## src/rtl/vidgen_pkg.sv

```systemverilog
// Shared raster constants, noise LFSR taps and video-mode type for the
// noise video generator.
package vidgen_pkg;

    localparam logic [8:0]  H_TOTAL       = 9'd400;
    localparam logic [8:0]  H_ACTIVE      = 9'd320;
    localparam logic [8:0]  HS_START      = 9'd336;
    localparam logic [8:0]  HS_END        = 9'd367;

    localparam logic [8:0]  NTSC_V_TOTAL  = 9'd262;
    localparam logic [8:0]  NTSC_V_ACTIVE = 9'd240;
    localparam logic [8:0]  NTSC_VS_START = 9'd245;
    localparam logic [8:0]  NTSC_VS_END   = 9'd247;

    localparam logic [8:0]  PAL_V_TOTAL   = 9'd312;
    localparam logic [8:0]  PAL_V_ACTIVE  = 9'd288;
    localparam logic [8:0]  PAL_VS_START  = 9'd295;
    localparam logic [8:0]  PAL_VS_END    = 9'd297;

    localparam logic [31:0] LFSR_TAPS     = 32'h8020_0003;

    typedef enum logic {
        VM_NTSC = 1'b0,
        VM_PAL  = 1'b1
    } vmode_t;

    function automatic logic [8:0] v_total(input vmode_t mode);
        case (mode)
            VM_PAL:  return PAL_V_TOTAL;
            default: return NTSC_V_TOTAL;
        endcase
    endfunction

    function automatic logic [8:0] v_active(input vmode_t mode);
        case (mode)
            VM_PAL:  return PAL_V_ACTIVE;
            default: return NTSC_V_ACTIVE;
        endcase
    endfunction

    function automatic logic [8:0] vs_start(input vmode_t mode);
        case (mode)
            VM_PAL:  return PAL_VS_START;
            default: return NTSC_VS_START;
        endcase
    endfunction

    function automatic logic [8:0] vs_end(input vmode_t mode);
        case (mode)
            VM_PAL:  return PAL_VS_END;
            default: return NTSC_VS_END;
        endcase
    endfunction

    // Right-shifting Galois step: feedback taps are applied when bit 0 falls out.
    function automatic logic [31:0] lfsr_next(input logic [31:0] q);
        if (q[0]) begin
            return (q >> 1) ^ LFSR_TAPS;
        end else begin
            return q >> 1;
        end
    endfunction

endpackage

```

## src/rtl/vidgen_lfsr.sv

```systemverilog
// 32-bit Galois noise LFSR; a zero seed is replaced by 1 so the register
// can never start in the all-zero lock-up state.
module vidgen_lfsr
    import vidgen_pkg::*;
(
    input  logic        clk,
    input  logic        reset,
    input  logic        step,
    input  logic [31:0] seed,
    output logic [31:0] q
);

    logic [31:0] load_s;

    // Reload value, with the zero seed mapped to 1.
    always_comb begin
        if (seed == 32'h0000_0000) begin
            load_s = 32'h0000_0001;
        end else begin
            load_s = seed;
        end
    end

    // State register: reload on reset, advance one step when requested.
    always_ff @(posedge clk) begin
        if (reset) begin
            q <= load_s;
        end else if (step) begin
            q <= lfsr_next(q);
        end else begin
            q <= q;
        end
    end

endmodule

```

## src/rtl/noise_video_gen.sv

```systemverilog
// Noise test-pattern raster generator (NTSC/PAL, optional line doubling).
// Define NOISE_VIDEO_GEN_BORDER_EN to draw a white frame around the active area.
module noise_video_gen
    import vidgen_pkg::*;
#(
    parameter logic [31:0] LFSR_SEED = 32'hACE1_2468
) (
    input  logic       clk,
    input  logic       reset,
    input  logic       pal,
    input  logic       scandouble,
    output logic       ce_pix,
    output logic       HBlank,
    output logic       HSync,
    output logic       VBlank,
    output logic       VSync,
    output logic [7:0] video
);

    logic [1:0]  div_r;
    logic        sd_r;
    logic        ce_r;
    logic [8:0]  hcnt_r;
    logic [8:0]  vcnt_r;
    logic        rep_r;
    vmode_t      mode_r;
    logic        hb_r, hs_r, vb_r, vs_r;
    logic [7:0]  video_r;

    logic        div_wrap_s;
    logic [8:0]  hcnt_nxt_s;
    logic [8:0]  vcnt_nxt_s;
    logic        rep_nxt_s;
    vmode_t      mode_nxt_s;
    logic        hb_s, hs_s, vb_s, vs_s, active_s;
    logic [7:0]  pix_s;
    logic        lfsr_step_s;
    logic [31:0] lfsr_q_s;
    logic [7:0]  noise_s;
    logic [23:0] lfsr_hi_unused_s;
`ifdef NOISE_VIDEO_GEN_BORDER_EN
    logic        border_s;
`endif

    // Divider wrap; the line-double choice only switches at a wrap so ce stays clean.
    always_comb begin
        if (sd_r) begin
            div_wrap_s = div_r[0];
        end else begin
            div_wrap_s = (div_r == 2'd3);
        end
    end

    // Raster counter next state; vcnt steps on every second wrap when line-doubling.
    always_comb begin
        hcnt_nxt_s = hcnt_r;
        vcnt_nxt_s = vcnt_r;
        rep_nxt_s  = rep_r;
        mode_nxt_s = mode_r;
        if (ce_r) begin
            if (hcnt_r == H_TOTAL - 9'd1) begin
                hcnt_nxt_s = 9'd0;
                rep_nxt_s  = sd_r ? ~rep_r : 1'b0;
                if (!sd_r || rep_r) begin
                    if (vcnt_r == v_total(mode_r) - 9'd1) begin
                        vcnt_nxt_s = 9'd0;
                        mode_nxt_s = vmode_t'(pal);
                    end else begin
                        vcnt_nxt_s = vcnt_r + 9'd1;
                    end
                end else begin
                    vcnt_nxt_s = vcnt_r;
                end
            end else begin
                hcnt_nxt_s = hcnt_r + 9'd1;
            end
        end else begin
            hcnt_nxt_s = hcnt_r;
        end
    end

    // Timing decode and pixel value for the current raster position.
    always_comb begin
        hb_s     = (hcnt_r >= H_ACTIVE);
        hs_s     = (hcnt_r >= HS_START) && (hcnt_r <= HS_END);
        vb_s     = (vcnt_r >= v_active(mode_r));
        vs_s     = (vcnt_r >= vs_start(mode_r)) && (vcnt_r <= vs_end(mode_r));
        active_s = !hb_s && !vb_s;
`ifdef NOISE_VIDEO_GEN_BORDER_EN
        border_s = (hcnt_r == 9'd0) || (hcnt_r == H_ACTIVE - 9'd1) ||
                   (vcnt_r == 9'd0) || (vcnt_r == v_active(mode_r) - 9'd1);
        if (!active_s) begin
            pix_s = 8'd0;
        end else if (border_s) begin
            pix_s = 8'hFF;
        end else begin
            pix_s = noise_s;
        end
`else
        if (active_s) begin
            pix_s = noise_s;
        end else begin
            pix_s = 8'd0;
        end
`endif
    end

    assign lfsr_step_s      = ce_r && active_s;
    assign noise_s          = lfsr_q_s[7:0];
    assign lfsr_hi_unused_s = lfsr_q_s[31:8];

    vidgen_lfsr u_lfsr (
        .clk   (clk),
        .reset (reset),
        .step  (lfsr_step_s),
        .seed  (LFSR_SEED),
        .q     (lfsr_q_s)
    );

    // Pixel-enable divider and raster counters.
    always_ff @(posedge clk) begin
        if (reset) begin
            div_r  <= 2'd0;
            sd_r   <= scandouble;
            ce_r   <= 1'b0;
            hcnt_r <= 9'd0;
            vcnt_r <= 9'd0;
            rep_r  <= 1'b0;
            mode_r <= vmode_t'(pal);
        end else begin
            if (div_wrap_s) begin
                div_r <= 2'd0;
                sd_r  <= scandouble;
            end else begin
                div_r <= div_r + 2'd1;
                sd_r  <= sd_r;
            end
            ce_r   <= div_wrap_s;
            hcnt_r <= hcnt_nxt_s;
            vcnt_r <= vcnt_nxt_s;
            rep_r  <= rep_nxt_s;
            mode_r <= mode_nxt_s;
        end
    end

    // Output registers: sync flags and luma all update on the same pixel edge.
    always_ff @(posedge clk) begin
        if (reset) begin
            hb_r    <= 1'b0;
            hs_r    <= 1'b0;
            vb_r    <= 1'b0;
            vs_r    <= 1'b0;
            video_r <= 8'd0;
        end else if (ce_r) begin
            hb_r    <= hb_s;
            hs_r    <= hs_s;
            vb_r    <= vb_s;
            vs_r    <= vs_s;
            video_r <= pix_s;
        end else begin
            hb_r    <= hb_r;
            hs_r    <= hs_r;
            vb_r    <= vb_r;
            vs_r    <= vs_r;
            video_r <= video_r;
        end
    end

    assign ce_pix = ce_r;
    assign HBlank = hb_r;
    assign HSync  = hs_r;
    assign VBlank = vb_r;
    assign VSync  = vs_r;
    assign video  = video_r;

endmodule

```

## config.mk

```make
export PLATFORM = sky130hd
export DESIGN_NAME = noise_video_gen
export DESIGN_NICKNAME = d
export VERILOG_FILES = /design/src/rtl/vidgen_pkg.sv /design/src/rtl/vidgen_lfsr.sv /design/src/rtl/noise_video_gen.sv
export SDC_FILE = /design/constraint.sdc
export NUM_CORES = 1
export LEC_CHECK = 0
export CAP_MARGIN = 20
export CORE_UTILIZATION = 54
export DETAILED_ROUTE_END_ITERATION = 12
export HOLD_SLACK_MARGIN = 0.03
export PLACE_DENSITY = 0.83
export SYNTH_ARGS = -nofsm -noshare
export SYNTH_HDL_FRONTEND = slang
export SYNTH_HIERARCHICAL = 1
export SYNTH_SLANG_ARGS = --single-unit
```

## constraint.sdc

```tcl
create_clock -name clk -period 2.15 [get_ports clk]
set_clock_uncertainty 0.15 [all_clocks]
set_input_delay 0.43 -clock clk [delete_from_list [all_inputs] [get_ports clk]]
set_output_delay 0.43 -clock clk [all_outputs]
set_load 0.01 [all_outputs]
```

* Word-level counts from Yosys, hierarchy flattened
Cells that the tools add are included.
** Storage, ports and cells
- Output and inout bits :: 13
- Logic and storage cells :: 65
- Register bits :: 68
** Cells by class
- Add/subtract/negate cells :: 4
- Equal/unequal tests :: 3
- Reduce and logical (&&, ||, !) cells :: 17
- Multiplexer cells :: 20
- Bitwise logic cells :: 2
- $lt $le $gt $ge :: 6
** Operator list (number)
- 2-to-1 mux 9 bit :: 8
- 2-to-1 mux 32 bit :: 1
- adder 9 x 1 -> 9 bit, second input constant :: 2
- greater-or-equal comparator 9 bit :: 2
- greater-or-equal comparator 9 bit, second input constant :: 2
- nonzero test 2 bit :: 5
- == test 9 bit :: 1
- == test 9 bit, second input constant :: 1
- <= comparator 9 bit :: 1
- <= comparator 9 bit, second input constant :: 1
- 2-to-1 mux 1 bit :: 9
- subtractor 9 x 1 -> 9 bit, second input constant :: 1
- 2-to-1 mux 8 bit :: 1
- 2-to-1 mux 6 bit :: 1
- logical AND 1 bit :: 4
- NOT 3 -> 4 bit :: 1
- AND reduction 4 bit :: 1
- logical NOT 1 bit :: 3
- AND reduction 3 bit :: 1
- adder 2 x 1 -> 2 bit, second input constant :: 1
- == test 2 bit, second input constant :: 1
- AND reduction 2 bit :: 1
- OR reduction 2 bit :: 1
- logical OR 1 bit :: 1
- NOT 1 bit :: 1

* Depth between registers and ports, before layout
Gate-level depths: netlist of the first run.
- Word-level depth :: 12
- Gate-level depth with buffers :: 6
- Depth with buffers taken out :: 6

* Hierarchy
The synthesis of the first run kept the hierarchy.
** Modules (own cells, without submodules)
- noise_video_gen :: area each 1820.5 um2, cells each 198, sequential area each 740.7 um2, instances 1
- vidgen_lfsr :: area each 1485.2 um2, cells each 86, sequential area each 960.9 um2, instances 1

* Worst setup path after synthesis of the first run
No wires, ideal clock.
- Path kind :: register to register
- Start :: reg hcnt_r[0]
- End :: reg mode_r (enable)
- Buffers on the path :: 1
- Setup slack :: -144 ps
- Stages on the path, launching flop included :: 6
- Arrival :: 1800 ps
- Data required time :: 1655 ps
- Path through :: dfxtp_1 ha_1 nand4_2 or4_4 buf_6 o21bai_1
** Between the ends
- Cells in the longest elaborated chain, start to end :: 3
** Ends and longest elaborated chain
- start: declaration :: line noise_video_gen.sv:23 : logic [8:0] hcnt_r;
- start signal: assignment :: line noise_video_gen.sv:139 : hcnt_r <= hcnt_nxt_s;
- == test 9 bit :: line noise_video_gen.sv:61 : if (hcnt_r == H_TOTAL - 9'd1) begin
- nonzero test 2 bit (no line)
- AND reduction 4 bit (no line)
- end signal: assignment :: line noise_video_gen.sv:129 : mode_r <= vmode_t'(pal);
- end signal: assignment :: line noise_video_gen.sv:142 : mode_r <= mode_nxt_s;
- end: declaration :: line noise_video_gen.sv:26 : vmode_t mode_r;
No other way between the ends.
A chain may end at the register's enable or synchronous reset.

* Final worst setup path of the first run
- Start :: reg hcnt_r[4]
- End :: reg vcnt_r[7]
** Between the ends
- Cells in the longest elaborated chain, start to end :: 2
** Ends and longest elaborated chain
- == test 9 bit :: line noise_video_gen.sv:61
- AND reduction 3 bit (no line)
- end signal: assignment :: line noise_video_gen.sv:140 : vcnt_r <= vcnt_nxt_s;
- end: declaration :: line noise_video_gen.sv:24 : logic [8:0] vcnt_r;
No other way between the ends.

==> results of run 1 <==
## power by group
part           internal, mW  switching (mW)
clock                 0.658           0.521
sequential             1.46          0.0368
combinational         0.144           0.139
total                  2.26           0.697
## worst max-delay path by stage
stage | startpoint | to | slack [ns] | cells past startpoint
finish | hcnt_r[4] | vcnt_r[7] | -0.07 | 4
global route | hcnt_r[4] | vcnt_r[7] | -0.11 | 4
CTS | hcnt_r[1] | vcnt_r[5] | 0.009 | 5
detailed placement | mode_r | video[1] | -0.12 | 6
global placement | mode_r | video[0] | 0.04 | 6
floorplan | hcnt_r[4] | mode_r | -0.01 | 5
## per-stage QoR
step	setup TNS (ns)	hold WS (ns)
after global routing	-2.23	0.341
after global placement	0	0.277
final	-0.254	0.319
after floorplan	-0.0104	0.267
after CTS	0	0.329
after detailed placement	-0.840	0.318
## synth_stat cells (all sizes together), types with 2 or more instances
cell type / n / area, um^2
conb: 2 / 7.51
nand3: 7 / 35.0
xor2: 4 / 35.0
o31ai: 3 / 22.5
nor3: 6 / 30.0
xnor2: 7 / 61.3
or3: 5 / 37.5
nor2b: 5 / 31.3
or2: 3 / 18.8
a211o: 2 / 17.5
nand2: 12 / 45.0
a21oi: 15 / 75.1
ha: 14 / 175
nand2b: 2 / 12.5
nor4: 10 / 87.6
mux2i: 4 / 40.0
a22o: 8 / 70.1
edfxtp: 34 / 1020
nor3b: 2 / 15.0
nor2: 16 / 60.1
mux2: 29 / 327
inv: 8 / 30.0
or4: 4 / 33.8
dfxtp: 34 / 681
buf: 6 / 63.8
nand4: 11 / 75.1
clkbuf: 5 / 18.8
o21ai: 11 / 55.1
## routing by layer
layer	wire, um	vias to the layer above	track usage (%)
met5	0	-	0
met4	241	0	9.11
met3	410	21	4.77
met2	3390	89	34.7
met1	3170	1211	28.6
li1	-	1222	-
## worst max-delay path, stage by stage (launching register included)
cell	delay (ns)
dfxtp_2	0.32
or3_4	0.39
or4_4	0.59
or4_1	0.52
a21oi_1	0.17
## sequential cells by signal (all words and copies together), names as in the netlist
register and cells:
rep_r 1, u_lfsr/q 32, div_r 2, sd_r 1, ce_pix 1, HSync 1
mode_r 1, video 8, VBlank 1, HBlank 1, VSync 1, vcnt_r 9
hcnt_r 9
## final cells by class
cell class	instances	area (um^2)	share of cell area, %
multi-input combinational	260	1860	42.7
sequential	68	1700	39.3
timing repair buffer	45	435	10.0
clock buffer	9	124	2.85
clock inverter	7	98.8	2.28
tap	75	93.8	2.16
inverter	8	30.0	0.692
## placed cells by master, fill, tap and decap left out, types with 3 or more instances in the layout
master,instances
conb_1,64
edfxtp_1,34
dfxtp_1,32
mux2_2,29
buf_4,23
nor2_1,16
clkdlybuf4s50_1,15
nand2_1,11
a21oi_1,11
nand4_1,10
o21ai_0,10
ha_1,9
clkbuf_8,9
a22o_1,8
inv_1,7
nand3_1,7
xnor2_1,7
nor2b_1,5
nor3_1,5
nor4_1,5
mux2i_1,4
xor2_1,4
ha_4,4
nor4_2,4
a21oi_2,3
or4_4,3
or3_1,3
o31ai_1,3
buf_12,3
## kinds of logic (layout without fill, tap and decap cells)
| family | Yosys count | in the layout | share of synthesized area (%) |
|---|---|---|---|
| AOI/OAI and AO/OA | 47 | 47 | 9.24 |
| xor gates and xnor gates | 11 | 11 | 2.91 |
| adders and majority gates | 14 | 14 | 5.30 |
| buffers and inverters | 19 | 69 | 3.41 |
| DFF | 68 | 68 | 51.5 |
| muxes | 33 | 33 | 11.1 |
| other | 2 | 64 | 0.227 |
| and+or+nand+nor | 90 | 91 | 16.4 |
## repair_timing
action                     CTS  global route
setup endpoints to repair   12            47
pin swaps                    1             4
cloned                       1             2
gates resized for setup      3            17
setup buffers                0             6
==> results.cfg, run 1 <==
[min_path]
hold_class = register to register
min_to = div_r[0]
holdPathStages = 1
min_from = div_r[0]

[yosys]
synth_cell_types = 50
synth.avg_cell_area_um2 = 11.6
synth_ff_type = edfxtp_1
synth_edf_count = 34
yosysWarnings = 6
synthArstFlopShare_pct = 0
ys_seq_elements = 68
synth.cell_area_mm2 = 0.00331
synth_cells = 284
seq_area_frac_synth_pct = 51.5

[critical_path]
crit_type = register to register
critPathLaunchType = register
cp_data_required_time_ns = 2.27
cp_max_fo = 8
arrival_ns = 2.35
worstSetupEndpointType = register
rr_worst_depth = 4
r2r-start = hcnt_r[4]
rrSetupSlack_ns = -0.07
reg2reg_to = vcnt_r[7]

[global_routing]
grt_first_pass_wirelength_um = 10500
grt_use_total_pct = 21.8
grt_max_degree = 36
grt-ovfl-total = 0
grt_antenna_before_repair = 0
grt_pass1_vias = 2242

[finish]
layout.nets = 410
diodes = 0
final_cells = 472
final_area_mm2 = 0.00434
area_growth_pct = 31.3
fill_cells = 367
drive_gt1_share_pct = 27.5
final_core_util_pct = 73.3

[floorplanning]
num_io_pins = 17
dieArea_mm2 = 0.00644
coreArea_mm2 = 0.00592
initial_core_util_pct = 55.8
fp.dieH_um = 80.2
rows = 28
die_width_um = 80.2

[route]
drc_errors = 0
dr.first_iter.drc_count = 183
via_per_inst = 5.39
vias = 2543
routedWlPerCell_um = 15.3
first_pass_iters = 5
routed_wl_um = 7220
ant_nets = 0

[timing]
worst_pin_slew_ns = 0.548
finalSetupViolCount = 22
period_minus_slack_ns = 2.22
max_freq_mhz = 450
slew_viol_final = 0
fin_ws_ns = -0.0712
slew_headroom_pct = 63.3
period_share_pct = 103
rsz0062_at_grt = yes
final_hold_viol_count = 0

[power]
ir_worst_vdd_mv = 0.393
total_power_mw = 2.96
leakage_nw = 1.66
power.density_mw_per_mm2 = 681

[place]
place_hpwl_um = 4230
pre_cts_ws_ns = -0.116
port_buffers = 16
placed_cell_area_mm2 = 0.00392
gp_congestion = 0.901
dp_cells = 447

[clock_tree]
cts_tree = done
htree_levels = 3
path_clk_slew_ns = 0.08
clkLatencyLatePin_ns = 0.35
clock_sink_count = 68
clock-root-buffer = clkbuf_8
holdBufCountCts = 0
cts_buffer_depth = 2
cts_inserted_buffers = 9

[outcome]
violations = negative setup slack
status = finished with violations

[flow_run]
drv_cap = 0
(Power assumes the default switching activity.)
==> run 2, diff against run 1 <==
--- a/config.mk
+++ b/config.mk
@@ -5,6 +5,7 @@
 export SDC_FILE = /design/constraint.sdc
 export NUM_CORES = 1
 export LEC_CHECK = 0
+export ABC_AREA = 0
 export CAP_MARGIN = 20
 export CORE_UTILIZATION = 54
 export DETAILED_ROUTE_END_ITERATION = 12
==> constraint.sdc (replaced) <==
create_clock -name clk -period 2.15 [get_ports clk]
set_clock_uncertainty 0.15 [all_clocks]
set_input_delay 0.43 -clock clk [delete_from_list [all_inputs] [get_ports clk]]
set_output_delay 0.43 -clock clk [all_outputs]
set_load 0.1 [all_outputs]
==> results.cfg, run 2 (synthesis results as in run 1) <==
[outcome]
status = finished with violations
violations = negative setup slack

[global_routing]
grt-ovfl-total = 0
grt_first_pass_wirelength_um = 10700
grt_max_degree = 28
grt_pass1_vias = 2256
grt_antenna_before_repair = 0
grt_use_total_pct = 22.8

[floorplanning]
coreArea_mm2 = 0.00592
fp.dieH_um = 80.2
initial_core_util_pct = 55.8
die_width_um = 80.2
rows = 28
dieArea_mm2 = 0.00644
num_io_pins = 17

[finish]
largestRegisters = u_lfsr/q: 32 flops, hcnt_r: 9 flops, vcnt_r: 9 flops
top_register = u_lfsr/q
mostFrequentLayoutCell = conb_1
largest_register_ffs = 32
drive_gt1_share_pct = 29.5
layout.nets = 406
diodes = 0
final_area_mm2 = 0.00423
layout_common_cells = conb_1, edfxtp_1, buf_4
area_growth_pct = 27.9

[critical_path]
critPathTopFamily = simple AND/OR/NAND/NOR gates
worstSetupEndpointType = register
critPathLaunchType = register
cp_slowest_cell = edfxtp_1
crit_type = register to register
arrival_ns = 2.15
critPathBufInv = 2
cp_data_required_time_ns = 2.11
cp_max_fo = 15
path_cells = buf_6, ha_4, nand4_1, a21oi_4, nor3_2, or2_4, buf_12
cp_slowest_stage_delay_ns = 0.48

[timing]
finalSetupViolCount = 34
fin_hold_ws_ns = 0.300
slew_headroom_pct = 59.6
rsz0062_at_grt = yes
slew_viol_final = 0
period_minus_slack_ns = 2.19
fin_ws_ns = -0.0411
max_freq_mhz = 456
period_share_pct = 102
final_hold_viol_count = 0
worst_pin_slew_ns = 0.604

[clock_tree]
clock-root-buffer = clkbuf_8
htree_levels = 3
clkLatencyLatePin_ns = 0.35
clock_sink_count = 68
cts_buffer_depth = 2
cts_tree = done
cts_inserted_buffers = 9
path_clk_slew_ns = 0.07

[route]
via_per_inst = 5.26
routedWlPerCell_um = 14.7
routed_wl_um = 6890
ant_nets = 0
drc_errors = 0
first_pass_iters = 4
vias = 2463
dr.first_iter.drc_count = 141

[power]
ir_worst_vdd_mv = 0.451
leakage_nw = 1.64
power.density_mw_per_mm2 = 677

[place]
port_buffers = 16
place_hpwl_um = 4500
placed_cell_area_mm2 = 0.00389
gp_congestion = 0.859

[min_path]
hold_class = register to register

[flow_run]
drv_cap = 0
-- run 2: cell types whose count changed in the layout (fill, tap and decap cells not counted), sizes merged --
cell / change
clkdlybuf4s50: -13
buf: +10
bufinv: -1
-- run 2: power breakdown --
part | internal, mW | switching (mW)
clock network | 0.537 | 0.491
logic | 0.136 | 0.199
registers | 1.46 | 0.0380
-- run 2: metrics by stage --
stage	utilization (%)	TNS (ns)	cells	power, mW	setup WS, ns
2_1_floorplan	-	-0.0104	346	1.75	-0.0104
3_3_place_gp	65.7	0	446	1.83	0.0317
3_5_place_dp	65.7	-1.21	446	1.84	-0.0868
4_1_cts	69.2	0	462	2.86	0.00155
5_1_grt	71.4	-3.16	468	2.97	-0.0963
6_report	71.4	-1.11	468	2.86	-0.0411
-- run 2: path summary, 6_finish.rpt --
kind / end / startpoint / slack, ns / cells past startpoint
hold / removal: div_r[0] / div_r[0] / 0.30 / 1
setup reg to reg: u_lfsr/q[25] / mode_r / -0.04 / 7
setup / recovery: u_lfsr/q[25] / mode_r / -0.04 / 7
hold reg to reg: div_r[0] / div_r[0] / 0.30 / 1
-- run 2: what timing repair did --
action | CTS | global route
gates resized for setup | 2 | 18
gates cloned | 0 | 1
endpoints found under the setup margin | 43 | 48
setup buffers | 0 | 5
pin swaps | 1 | 4
endpoints found under the hold margin | 0 | 0
hold buffers | 0 | 0
-- run 2: per-layer routing --
layer | part of all wire, % | vias up | global-route usage, %
met2 | 51 | 59 | 37.5
met1 | 43 | 1176 | 27.5
met3 | 3.8 | 18 | 5.34
li1 | - | 1210 | -
met5 | 0 | - | 0
met4 | 2.7 | 0 | 12.5
-- run 2: area by class of cell --
type                       instances  area [um^2]
multi-input combinational        260         1830
sequential                        68         1710
fill                             418         1690
timing repair buffer              41          368
clock buffer                      10          128
tap                               75         93.8
clock inverter                     6         65.1
inverter                           8         30.0
